File: src/rtl/mux_scan_controller_if.sv
// Handshake and mux-facing signals of the mux scan controller.
//   start    : scan request, sampled at the rising edge
//   cont     : continuous mode, a new scan starts as soon as one completes
//   mux_in   : single-bit output of the 4:1 mux being scanned
//   sel      : select driven to the 4:1 mux
//   busy     : high while a scan is in progress
//   done     : one-cycle pulse marking a snapshot update
//   snapshot : bit k = mux_in captured while sel == k
// master = controlling logic / mux side, slave = the scan controller.
interface mux_scan_controller_if;
   logic       start;
   logic       cont;
   logic       mux_in;
   logic [1:0] sel;
   logic       busy;
   logic       done;
   logic [3:0] snapshot;

   modport master (
      output start, cont, mux_in,
      input  sel, busy, done, snapshot
   );

   modport slave (
      input  start, cont, mux_in,
      output sel, busy, done, snapshot
   );
endinterface

File: src/rtl/mux_scan_controller.sv
// Sequential scanner around a 4:1 single-bit mux. Steps sel through channels
// 0..3, holds each channel for DWELL cycles, samples mux_in at the end of each
// dwell window and publishes a 4-bit snapshot with a one-cycle done pulse.
// Ports:
//   clk   : system clock, all state updates on the rising edge
//   reset : synchronous, active-high reset
//   bus   : slave modport of mux_scan_controller_if (start/cont/mux_in in,
//           sel/busy/done/snapshot out, all outputs registered)
// Parameters:
//   DWELL : cycles each select value is held, legal range 1..255
//   CNT_W : dwell counter width, 2**CNT_W must exceed DWELL
//
// state | meaning
// ------+------------------------------------------------------------
// IDLE  | sel parked at 0, waiting for start
// SCAN  | stepping sel 0..3, sampling mux_in at the end of each dwell
module mux_scan_controller #(
   parameter int DWELL = 1,
   parameter int CNT_W = 8
) (
   input  logic                  clk,
   input  logic                  reset,
   mux_scan_controller_if.slave  bus
);

   typedef enum logic {IDLE, SCAN} state_t;

   localparam logic [CNT_W-1:0] CNT_LAST = CNT_W'(DWELL - 1);

   state_t           state, state_n;
   logic [1:0]       sel, sel_n;
   logic [CNT_W-1:0] cnt, cnt_n;
   logic [2:0]       shadow, shadow_n;
   logic [3:0]       snap, snap_n;
   logic             done_q, done_n;
   logic             busy_q;

   always_ff @(posedge clk) begin
      if (reset) begin
         state  <= IDLE;
         sel    <= 2'd0;
         cnt    <= '0;
         shadow <= 3'd0;
         snap   <= 4'd0;
         done_q <= 1'b0;
         busy_q <= 1'b0;
      end else begin
         state  <= state_n;
         sel    <= sel_n;
         cnt    <= cnt_n;
         shadow <= shadow_n;
         snap   <= snap_n;
         done_q <= done_n;
         // busy is registered from the next state so it tracks state exactly
         busy_q <= (state_n == SCAN);
      end
   end

   always_comb begin
      state_n  = state;
      sel_n    = sel;
      cnt_n    = cnt;
      shadow_n = shadow;
      snap_n   = snap;
      done_n   = 1'b0;

      unique case (state)
         IDLE: begin
            sel_n = 2'd0;
            cnt_n = '0;
            if (bus.start) begin
               state_n = SCAN;
            end
         end

         SCAN: begin
            if (cnt != CNT_LAST) begin
               cnt_n = cnt + CNT_W'(1);
            end else begin
               cnt_n = '0;
               unique case (sel)
                  2'd0: begin shadow_n[0] = bus.mux_in; sel_n = 2'd1; end
                  2'd1: begin shadow_n[1] = bus.mux_in; sel_n = 2'd2; end
                  2'd2: begin shadow_n[2] = bus.mux_in; sel_n = 2'd3; end
                  default: begin
                     // channel 3 goes straight into the snapshot; no shadow needed
                     snap_n  = {bus.mux_in, shadow};
                     done_n  = 1'b1;
                     sel_n   = 2'd0;
                     state_n = bus.cont ? SCAN : IDLE;
                  end
               endcase
            end
         end

         default: begin
            state_n = IDLE;
         end
      endcase
   end

   assign bus.sel      = sel;
   assign bus.busy     = busy_q;
   assign bus.done     = done_q;
   assign bus.snapshot = snap;

endmodule

File: src/flat_wrapper.sv
// flat-port wrapper written by rule: the top's interface ports become plain ports
module mux_scan_controller_flat 
#(
   parameter int DWELL = 1,
   parameter int CNT_W = 8
)
  (clk, reset, bus_start, bus_cont, bus_mux_in, bus_sel, bus_busy, bus_done, bus_snapshot);
  mux_scan_controller_if bus_i ();
  input  logic clk;
  input  logic reset;
  input wire logic [$bits(bus_i.start)-1:0] bus_start;
  input wire logic [$bits(bus_i.cont)-1:0] bus_cont;
  input wire logic [$bits(bus_i.mux_in)-1:0] bus_mux_in;
  output wire logic [$bits(bus_i.sel)-1:0] bus_sel;
  output wire logic [$bits(bus_i.busy)-1:0] bus_busy;
  output wire logic [$bits(bus_i.done)-1:0] bus_done;
  output wire logic [$bits(bus_i.snapshot)-1:0] bus_snapshot;
  assign bus_i.start = bus_start;
  assign bus_i.cont = bus_cont;
  assign bus_i.mux_in = bus_mux_in;
  assign bus_sel = bus_i.sel;
  assign bus_busy = bus_i.busy;
  assign bus_done = bus_i.done;
  assign bus_snapshot = bus_i.snapshot;
  mux_scan_controller #(.DWELL(DWELL), .CNT_W(CNT_W)) u_core (.clk(clk), .reset(reset), .bus(bus_i));
endmodule
File: config.mk
export PLATFORM = sky130hd
export DESIGN_NAME = mux_scan_controller_flat
export DESIGN_NICKNAME = d
export VERILOG_FILES = /design/src/rtl/mux_scan_controller_if.sv /design/src/rtl/mux_scan_controller.sv /design/src/flat_wrapper.sv
export SDC_FILE = /design/constraint.sdc
export NUM_CORES = 1
export LEC_CHECK = 0
export ABC_AREA = 1
export BUFFER_PORTS_ARGS = -buffer_cell sky130_fd_sc_hd__buf_2
export CORE_ASPECT_RATIO = 1.25
export CORE_MARGIN = 2
export CORE_UTILIZATION = 49
export DETAILED_ROUTE_END_ITERATION = 16
export PLACE_DENSITY = 0.72
export SYNTH_ARGS = -nofsm -noshare
export SYNTH_HDL_FRONTEND = slang
export SYNTH_SLANG_ARGS = --single-unit
File: constraint.sdc
create_clock -name clk -period 1.2 [get_ports clk]
set_input_delay 0.06 -clock clk [delete_from_list [all_inputs] [get_ports clk]]
set_output_delay 0.06 -clock clk [all_outputs]
set_load 0.05 [all_outputs]
==> metrics.cfg <==
[timing]
setup_slack_ns = -0.0638
skew_ns = 0.00832
holdWs_ns = 0.0863
timing.final.crit_share_pct = 105
fmax_mhz = 791
setup_viol = 17
slew_headroom_pct = 82.1
layout_min_cycle_time_ns = 1.26
hold_viol_final = 0
grt_setup_unrepaired = true
worstMarginPinSlew_ns = 0.266
drv_slew = 0

[layout]
fillers = 158
stdcell_count = 176
seq_area_um2 = 394
antennaDiodeCount = 0
drive_gt1_share_pct = 28.7
final_cell_area_mm2 = 0.00122
layout.nets = 169
area_growth_pct = 29.3
multi_input_area_um2 = 510

[synth]
ys_ff_latch = 19
syn_nets = 143
ys_seq_area_share_pct = 40.4
yosysTopAreaCell = dfxtp_1
ys_types = 20
avgSynthCellArea_um2 = 7.14
synth_flop_cell = dfxtp_1
synth_top_area_share_pct = 40.4
synth_cells = 132
synth_most_common_cell = nor2_1
synth_edf_count = 0
synthTopCellsByArea = dfxtp_1 40%, nor2_1 12%, nand2_1 9.6%
synth_warnings = 0
syn_area_um2 = 942
yosys-top-cells-count = 29 x nor2_1, 24 x nand2_1, 21 x inv_1, 19 x dfxtp_1, 13 x nand3_1
async_flop_share_pct = 0

[hold_path]
hold_class = in2reg
hold_depth = 5

[setup_path]
arrival_ns = 1.47
cp_max_fo = 5
max_stage_delay_ns = 0.33
path_delay_family = simple AND/OR/NAND/NOR gates
worstPathRequired_ns = 1.41
rr_worst_depth = 8
endpoint_kind = register
crit_slowest_cell = dfxtp_2
crit_chain = inv_2 -> ha_4 -> nand3_4 -> nor2_4 -> clkbuf_16 -> nand3_2 -> nand2_1 -> nor2_1
crit_type = reg2reg
critPathBufInv = 2
crit_cells = 8
crit_path_start_kind = register

[floorplan]
std_cell_rows = 17
start_util_pct = 52.7
dieArea_mm2 = 0.00229
die_x_um = 43.2
dieHeight_um = 53.0
core-area_mm2 = 0.00179
ioPinCount = 13

[global_routing]
antenna_found_initial = 0
grt_pass1_vias = 670
grt_usage_pct = 16.6
grt_pass1_wl_um = 2720
grt_start_max_net_pins = 12
grt_overflow_total = 0

[pwr]
p_comb_share_pct = 7.9
powerDensity_mw_per_mm2 = 862
p_sw_uw = 254
switching_share_pct = 24.2
total_power_uw = 1050
p_int_uw = 797
ir_drop_mv = 0.551
p_leak_uw = 0.000598
clkPwrFrac_pct = 30.4
seq_power_share_pct = 61.7

[clocking]
cts-root-buf = clkbuf_4
cts_tree = yes
cts_buffer_depth = 2
cts.sinks = 19
path_clk_slew_ns = 0.11
cts_buffers = 3
h-tree-depth = 1
clk-insertion-delay-late_ns = 0.30

[placement]
place_congestion = 0.781
hpwl_um = 1250
dp_cells = 167
io_buffers = 12
place_ws_ns = -0.0323
placed_area_mm2 = 0.00108

[route]
wl_per_cell_um = 10.3
vias = 817
viasPerCell = 4.64
wl_met3_um = 49
met1_length_um = 783
top_layer_used = met4
drc = 0
drt-pass1-iter-count = 4
postRouteAntennaNets = 0
met2_length_um = 922
routed_wl_um = 1800
drtIter0Drc = 17

[status]
status = complete, but fails checks
violations = setup timing

[flow_run]
drv_cap = 0

==> metal layers <==
metal | vias up | track usage [%]
met4 | 0 | 12.1
met1 | 357 | 18.5
met5 | - | 0
li1 | 444 | -
met3 | 4 | 3.07
met2 | 12 | 27.9
==> cell type report <==
type / instances / share of cell area (%)
clock buffers: 4 / 2.16
inverters: 23 / 7.08
multi-input cells: 88 / 41.9
flip-flops and latches: 19 / 32.3
well taps: 19 / 1.95
repair buffers: 23 / 14.6
==> power by group through the flow <==
stage          clock [uW]  combinational, uW  sequential [uW]
4_1_cts               333               81.8              649
5_1_grt               349               93.2              650
3_3_place_gp            0               74.9              663
3_5_place_dp            0               75.6              664
6_report              320               82.7              649
2_1_floorplan           0               42.0              677
==> cells by family (layout without fill, tap and decap cells) <==
group           count (synthesis)  after routing  synth area share (%)
fa+ha+maj                       6              6                  7.97
compound gates                  6              6                  3.85
simple gates                   71             71                  32.3
xor+xnor                        5              5                  4.65
flops                          19             19                  40.4
buf+inv                        25             50                  10.9
==> through the flow <==
stage | util (%) | TNS [ns]
global route | 68.2 | -1.89
detailed placement | 60.4 | -0.187
finish | 68.2 | -0.427
floorplan | - | 0
global placement | 60.4 | 0
CTS | 63.1 | -0.0443
==> registers in the layout, summed over array words and instances (netlist names) <==
signal               flops
u_core.bus.busy          1
u_core.bus.done          1
u_core.bus.sel           2
u_core.bus.snapshot      4
u_core.cnt               8
u_core.shadow            3
==> repair_timing <==
item / CTS / global route
endpoints found under the setup margin: 16 / 18
gates cloned: 0 / 1
setup buffers: 0 / 2
endpoints found under the hold margin: 3 / 0
hold buffers: 2 / 0
resized for setup: 2 / 13
pin swaps: 1 / 12
==> placed cells by master, fill, tap and decap left out, drive strengths merged <==
cell type and count:
nand2 26, xor2 3, o21ai 1, ha 6
o211ai 1, nand3 14, dlygate4sd3 2, buf 20
a21oi 4, clkbuf 5, clkinv 1, dfxtp 19
inv 22, nor2 31, xnor2 2
==> worst register-to-register path: stages, from the launching register on <==
cell       delay (ns)
dfxtp_2          0.33
inv_2            0.07
ha_4             0.15
nand3_4          0.07
nor2_4           0.21
clkbuf_16        0.18
nand3_2          0.05
nand2_1          0.06
nor2_1           0.05
==> path summary, 6_finish.rpt <==
path,from,slack [ns],to
worst min-delay path,bus_start,0.09,u_core.bus.busy
worst min register to register,u_core.bus.snapshot[3],0.48,u_core.bus.snapshot[3]
worst max-delay path,u_core.cnt[1],-0.06,u_core.bus.snapshot[0]
worst max register to register,u_core.cnt[1],-0.06,u_core.bus.snapshot[0]
Power figures use the tool's default switching activity.
